===== config.mk =====
export PLATFORM = sky130hd
export DESIGN_NAME = cpu_trace_buffer
export DESIGN_NICKNAME = d
export VERILOG_FILES = /design/src/rtl/cpu_trace_buffer.sv
export SDC_FILE = /design/constraint.sdc
export NUM_CORES = 1
export LEC_CHECK = 0
export BUFFER_PORTS_ARGS = -buffer_cell sky130_fd_sc_hd__buf_2
export CELL_PAD_IN_SITES_DETAIL_PLACEMENT = 1
export CELL_PAD_IN_SITES_GLOBAL_PLACEMENT = 1
export CORE_UTILIZATION = 50
export CTS_CLUSTER_DIAMETER = 30
export CTS_CLUSTER_SIZE = 8
export DETAILED_ROUTE_END_ITERATION = 8
export PLACE_DENSITY_LB_ADDON = 0.1
export SLEW_MARGIN = 20
export SYNTH_ARGS = -nofsm -noshare
export SYNTH_HDL_FRONTEND = slang
export SYNTH_SLANG_ARGS = --single-unit

===== constraint.sdc =====
create_clock -name clk -period 8.3 [get_ports clk]
set_clock_uncertainty 0.2 [all_clocks]
set_input_delay 0 -clock clk [delete_from_list [all_inputs] [get_ports clk]]
set_output_delay 0 -clock clk [all_outputs]
set_load 0.05 [all_outputs]

===== src/rtl/cpu_trace_buffer.sv =====
// -----------------------------------------------------------------------------
// cpu_trace_buffer
//
// Commit-trace capture buffer. Records retired instructions (PC, optional
// register writeback, timestamp) into a circular buffer that a consumer drains
// through a valid/ready handshake. Filtering keeps only commits that write a
// watched register; the full-buffer policy either drops new entries or
// discards the oldest one, and every lost entry is counted.
//
// Ports:
//   clk, rst            clock (rising edge), asynchronous active-low reset
//   en, clear           capture enable, synchronous flush
//   commit_valid/_pc    retiring instruction and its PC
//   wb_en/_addr/_data   register writeback of the retiring instruction
//   out_valid/_ready    head-entry handshake (pop = out_valid && out_ready)
//   out_pc/_has_wb/_addr/_data/_ts  head entry fields (combinational read)
//   count               occupied entries, 0..DEPTH
//   overflow            sticky: an entry was dropped or overwritten
//   dropped             lost-entry counter, saturating at 16'hFFFF
// -----------------------------------------------------------------------------
module cpu_trace_buffer #(
    parameter int          PC_W       = 32,
    parameter int          DATA_W     = 32,
    parameter int          REG_AW     = 5,
    parameter int          DEPTH      = 16,
    parameter int          TS_W       = 16,
    parameter logic [31:0] WATCH_MASK = 32'h0000_007C,
    parameter int          FILTER     = 0,
    parameter int          OVERWRITE  = 0
) (
    input  logic                     clk,
    input  logic                     rst,
    input  logic                     en,
    input  logic                     clear,
    input  logic                     commit_valid,
    input  logic [PC_W-1:0]          commit_pc,
    input  logic                     wb_en,
    input  logic [REG_AW-1:0]        wb_addr,
    input  logic [DATA_W-1:0]        wb_data,
    output logic                     out_valid,
    input  logic                     out_ready,
    output logic [PC_W-1:0]          out_pc,
    output logic                     out_has_wb,
    output logic [REG_AW-1:0]        out_addr,
    output logic [DATA_W-1:0]        out_data,
    output logic [TS_W-1:0]          out_ts,
    output logic [$clog2(DEPTH):0]   count,
    output logic                     overflow,
    output logic [15:0]              dropped
);

    localparam int AW = $clog2(DEPTH);
    localparam int CW = AW + 1;

    localparam logic [AW-1:0]   PTR_ONE  = AW'(1);
    localparam logic [CW-1:0]   CNT_ONE  = CW'(1);
    localparam logic [CW-1:0]   CNT_FULL = CW'(DEPTH);
    localparam logic [TS_W-1:0] TS_ONE   = TS_W'(1);
    localparam logic [15:0]     DROP_ONE = 16'd1;
    localparam logic [15:0]     DROP_MAX = 16'hFFFF;

    // Watch-mask lookup; register numbers beyond bit 31 of the mask never hit.
    function automatic logic watch_hit(input logic [REG_AW-1:0] addr);
        logic [REG_AW+4:0] wide;
        wide = {5'b00000, addr};
        if (wide[REG_AW+4:5] != '0) begin
            return 1'b0;
        end else begin
            return WATCH_MASK[wide[4:0]];
        end
    endfunction

    logic [PC_W-1:0]   mem_pc_r   [DEPTH];
    logic              mem_wb_r   [DEPTH];
    logic [REG_AW-1:0] mem_addr_r [DEPTH];
    logic [DATA_W-1:0] mem_data_r [DEPTH];
    logic [TS_W-1:0]   mem_ts_r   [DEPTH];

    logic [AW-1:0]   wptr_r;
    logic [AW-1:0]   rptr_r;
    logic [CW-1:0]   count_r;
    logic [TS_W-1:0] ts_r;
    logic            overflow_r;
    logic [15:0]     dropped_r;

    logic            hit_s;
    logic            push_s;
    logic            pop_s;
    logic            full_s;
    logic            write_s;
    logic            lose_s;
    logic            adv_s;
    logic [CW-1:0]   count_nxt_s;

    // Capture/consume decisions and the resulting occupancy for this cycle.
    always_comb begin
        hit_s       = 1'b0;
        push_s      = 1'b0;
        pop_s       = 1'b0;
        full_s      = 1'b0;
        write_s     = 1'b0;
        lose_s      = 1'b0;
        adv_s       = 1'b0;
        count_nxt_s = count_r;

        hit_s  = wb_en && watch_hit(wb_addr);
        push_s = en && commit_valid && ((FILTER == 0) || hit_s);
        pop_s  = (count_r != '0) && out_ready;
        full_s = (count_r == CNT_FULL);

        // A push into a full buffer without a pop loses one entry: either the
        // new one (no write) or the oldest one (write plus extra read advance).
        lose_s = push_s && full_s && !pop_s;
        if (lose_s) begin
            write_s = (OVERWRITE != 0);
            adv_s   = (OVERWRITE != 0);
        end else begin
            write_s = push_s;
            adv_s   = pop_s;
        end

        case ({write_s, adv_s})
            2'b10:   count_nxt_s = count_r + CNT_ONE;
            2'b01:   count_nxt_s = count_r - CNT_ONE;
            default: count_nxt_s = count_r;
        endcase
    end

    // Pointers, occupancy and loss accounting; clear flushes everything.
    always_ff @(posedge clk or negedge rst) begin
        if (!rst) begin
            wptr_r     <= '0;
            rptr_r     <= '0;
            count_r    <= '0;
            overflow_r <= 1'b0;
            dropped_r  <= 16'd0;
        end else if (clear) begin
            wptr_r     <= '0;
            rptr_r     <= '0;
            count_r    <= '0;
            overflow_r <= 1'b0;
            dropped_r  <= 16'd0;
        end else begin
            if (write_s) begin
                wptr_r <= wptr_r + PTR_ONE;
            end
            if (adv_s) begin
                rptr_r <= rptr_r + PTR_ONE;
            end
            count_r <= count_nxt_s;
            if (lose_s) begin
                overflow_r <= 1'b1;
                if (dropped_r != DROP_MAX) begin
                    dropped_r <= dropped_r + DROP_ONE;
                end
            end
        end
    end

    // Free-running timestamp; only reset stops it.
    always_ff @(posedge clk or negedge rst) begin
        if (!rst) begin
            ts_r <= '0;
        end else begin
            ts_r <= ts_r + TS_ONE;
        end
    end

    // Entry storage; contents are not reset, occupancy alone defines validity.
    always_ff @(posedge clk) begin
        if (!clear && write_s) begin
            mem_pc_r[wptr_r]   <= commit_pc;
            mem_wb_r[wptr_r]   <= wb_en;
            mem_addr_r[wptr_r] <= wb_en ? wb_addr : '0;
            mem_data_r[wptr_r] <= wb_en ? wb_data : '0;
            mem_ts_r[wptr_r]   <= ts_r;
        end
    end

    assign out_valid  = (count_r != '0);
    assign out_pc     = mem_pc_r[rptr_r];
    assign out_has_wb = mem_wb_r[rptr_r];
    assign out_addr   = mem_addr_r[rptr_r];
    assign out_data   = mem_data_r[rptr_r];
    assign out_ts     = mem_ts_r[rptr_r];
    assign count      = count_r;
    assign overflow   = overflow_r;
    assign dropped    = dropped_r;

endmodule


==> flow_metrics.tcl <==
set metrics [dict create \
    outcome "finished clean" \
    setup_viol 0 \
    num_io_pins 185 \
    min_path_type "primary input to flop" \
    period_minus_slack_ns 4.710 \
    final_cells 4378 \
    drive_above_1_share 0.3805 \
    cts_tree "done" \
    post-place-ws_ns 3.988 \
    arrival_ns 4.51 \
    clkSinkCount 1422 \
    vdd_drop_max_mv 0.2384 \
    critPathRequiredTime_ns 8.10 \
    areaGrowthSynthToFinish_pct 25.33 \
    final_net_count 2856 \
    ys.flop_type "edfxtp_1" \
    worst-path-max-fanout 44 \
    clkTransAtPathRegs_ns 0.04 \
    regArea_mm2 0.04249 \
    core_area_mm2 0.1074 \
    synth_nets 2310 \
    multi_input_area_mm2 0.01144 \
    synth_top_area_cell "edfxtp_1" \
    final.setup.worst_slack_ns 3.590 \
    slew_viol_final 0 \
    worstSetupEndpointType "output port" \
    avgSynthCellArea_um2 24.43 \
    power_density_mw_per_mm2 330.9 \
    placed_cells 3748 \
    synth_top_area_share 0.7607 \
    placed_area_mm2 0.05714 \
    leakage_nw 21.96 \
    grt_pass1_vias 29150 \
    yosysSeqAreaShare 0.7819 \
    slew_headroom 0.2726 \
    synth-warning-count 0 \
    critPathLaunchType "flop" \
    holdBufCountCts 116 \
    drtIter0Drc 2291 \
    hold_viol_final 0 \
    synth_edf_count 1376 \
    rsz0062_at_grt "no" \
    grt_usage 0.2477 \
    cap_violations 0 \
    antenna_left 0 \
    grt_remaining_overflow 0 \
    wl_per_cell_um 30.45 \
    portBuffers 184 \
    synth_seq_cells 1422 \
    synthTopCellsByCount "1376 x edfxtp_1, 430 x mux4_2, 70 x clkbuf_1, 46 x dfrtp_1, 39 x buf_2" \
    antenna_found_initial 4 \
    post_cts_buffers 0 \
    tns_ns 0 \
    tightestPinTransition_ns 1.088 \
    totalPowerFinal_mw 22.53 \
    cts-buffers-inserted 305 \
    async_flop_share 0.03235 \
    max_freq_ghz 0.2123 \
    reg2reg_from "count[4]" \
    synth_area_mm2 0.05432 \
    n_antenna_cell 0 \
    drc 0 \
    synth.distinct_cells 55 \
    clock_latency_ns 0.86 \
    via_per_inst 6.010 \
    final_area_mm2 0.06808 \
    drtPass1Iterations 5 \
    die_w_um 331.6 \
    row_count 120 \
    vias 26310 \
    grt_first_pass_wirelength_um 196000 \
    htree_num_levels 5 \
    fillerInstances 8426 \
    synth_cells 2223 \
    clock_path_buffers 4 \
    cts-resized-gates 0 \
    dieArea_mm2 0.1100 \
    yosys-top-cells-area "edfxtp_1 76%, mux4_2 18%, dfrtp_1 2.1%" \
    totalWireLength_um 133300 \
    grt_max_degree 162 \
    period_share 0.5674 \
    gp_congestion 0.7619 \
    synthMostInstantiatedCell "edfxtp_1" \
    crit_start "rptr_r[0]" \
    worstHoldStart "commit_valid" \
    hpwl_um 67230 \
    crit_type "flop to output port" \
    die_y_um 331.6 \
    start_util 0.5060 \
    clockRootBuffer "clkbuf_16" \
]
==> registers in the layout, indices dropped and copies added, names as in the netlist <==
name        cells
overflow        1
mem_wb_r       16
mem_data_r    512
wptr_r          4
mem_pc_r      512
mem_ts_r      256
dropped        16
mem_addr_r     80
count           5
rptr_r          4
ts_r           16
==> placed cells by master, fill, tap and decap left out, types with 15 or more instances in the layout <==
cell type      count
a21oi_1           15
and2_1            38
buf_2            184
buf_4             42
bufinv_16         33
clkbuf_1          34
clkbuf_16        312
clkinv_1          44
clkinv_2          44
clkinvlp_4        29
dfrtp_1           42
dlygate4sd3_1    116
edfxtp_1        1376
mux4_2           430
nand2_1           18
nor2_1            22
==> per-stage QoR <==
stage | hold WS, ns | util
6_report | 0.07282 | 0.6341
5_1_grt | 0.04457 | 0.6341
4_1_cts | 0.003200 | 0.6339
3_5_place_dp | -0.04273 | 0.5323
3_3_place_gp | -0.06051 | 0.5315
2_1_floorplan | -0.4956 | -
==> worst max-delay path: stages (launching register included) <==
cell and delay [ns]:
dfrtp_4 0.79, buf_4 0.59, buf_4 0.77, mux4_2 0.62
mux4_2 0.53, buf_2 0.24
==> layout make-up <==
class | count | area share
Multi-Input combinational cell | 679 | 0.1681
Tap cell | 1403 | 0.02579
Clock buffer | 349 | 0.1172
Timing Repair Buffer | 352 | 0.03838
Clock inverter | 164 | 0.02599
Inverter | 9 | 0.0004962
Sequential cell | 1422 | 0.6241
==> report_power, final <==
part,internal [mW],switching [mW],total [mW]
logic,1.28,1.77,3.05
registers,7.92,0.0910,8.01
clock network,7.81,3.66,11.5
==> metal layers <==
| layer | up-vias | share of wire | GRT usage |
|---|---|---|---|
| met5 | - | 0.00026 | 0 |
| met4 | 6 | 0.026 | 0.08451 |
| met3 | 250 | 0.056 | 0.04788 |
| met2 | 939 | 0.50 | 0.4042 |
| met1 | 14340 | 0.42 | 0.3379 |
| li1 | 10780 | - | - |
==> final timing paths <==
check | slack [ns] | cells past startpoint | endpoint
setup / recovery | 3.59 | 5 | out_pc[24]
hold / removal | 0.07 | 5 | dropped[0]
setup reg to reg | 4.02 | 6 | mem_pc_r[4][31]
hold reg to reg | 0.32 | 2 | overflow
max in group asynchronous | 7.25 | 4 | rptr_r[0]
min in group asynchronous | 0.13 | 4 | dropped[11]
==> logic make-up (layout without fill, tap and decap cells) <==
logic type,after synthesis,in the layout,share of synthesized area
AOI/OAI and AO/OA,42,42,0.005252
muxes,438,438,0.1799
DFF,1422,1422,0.7819
and+or+nand+nor,167,167,0.01748
xor gates and xnor gates,21,21,0.003386
buffers and inverters,122,874,0.009467
adders and majority gates,11,11,0.002672
Power figures use the tool's default switching activity.
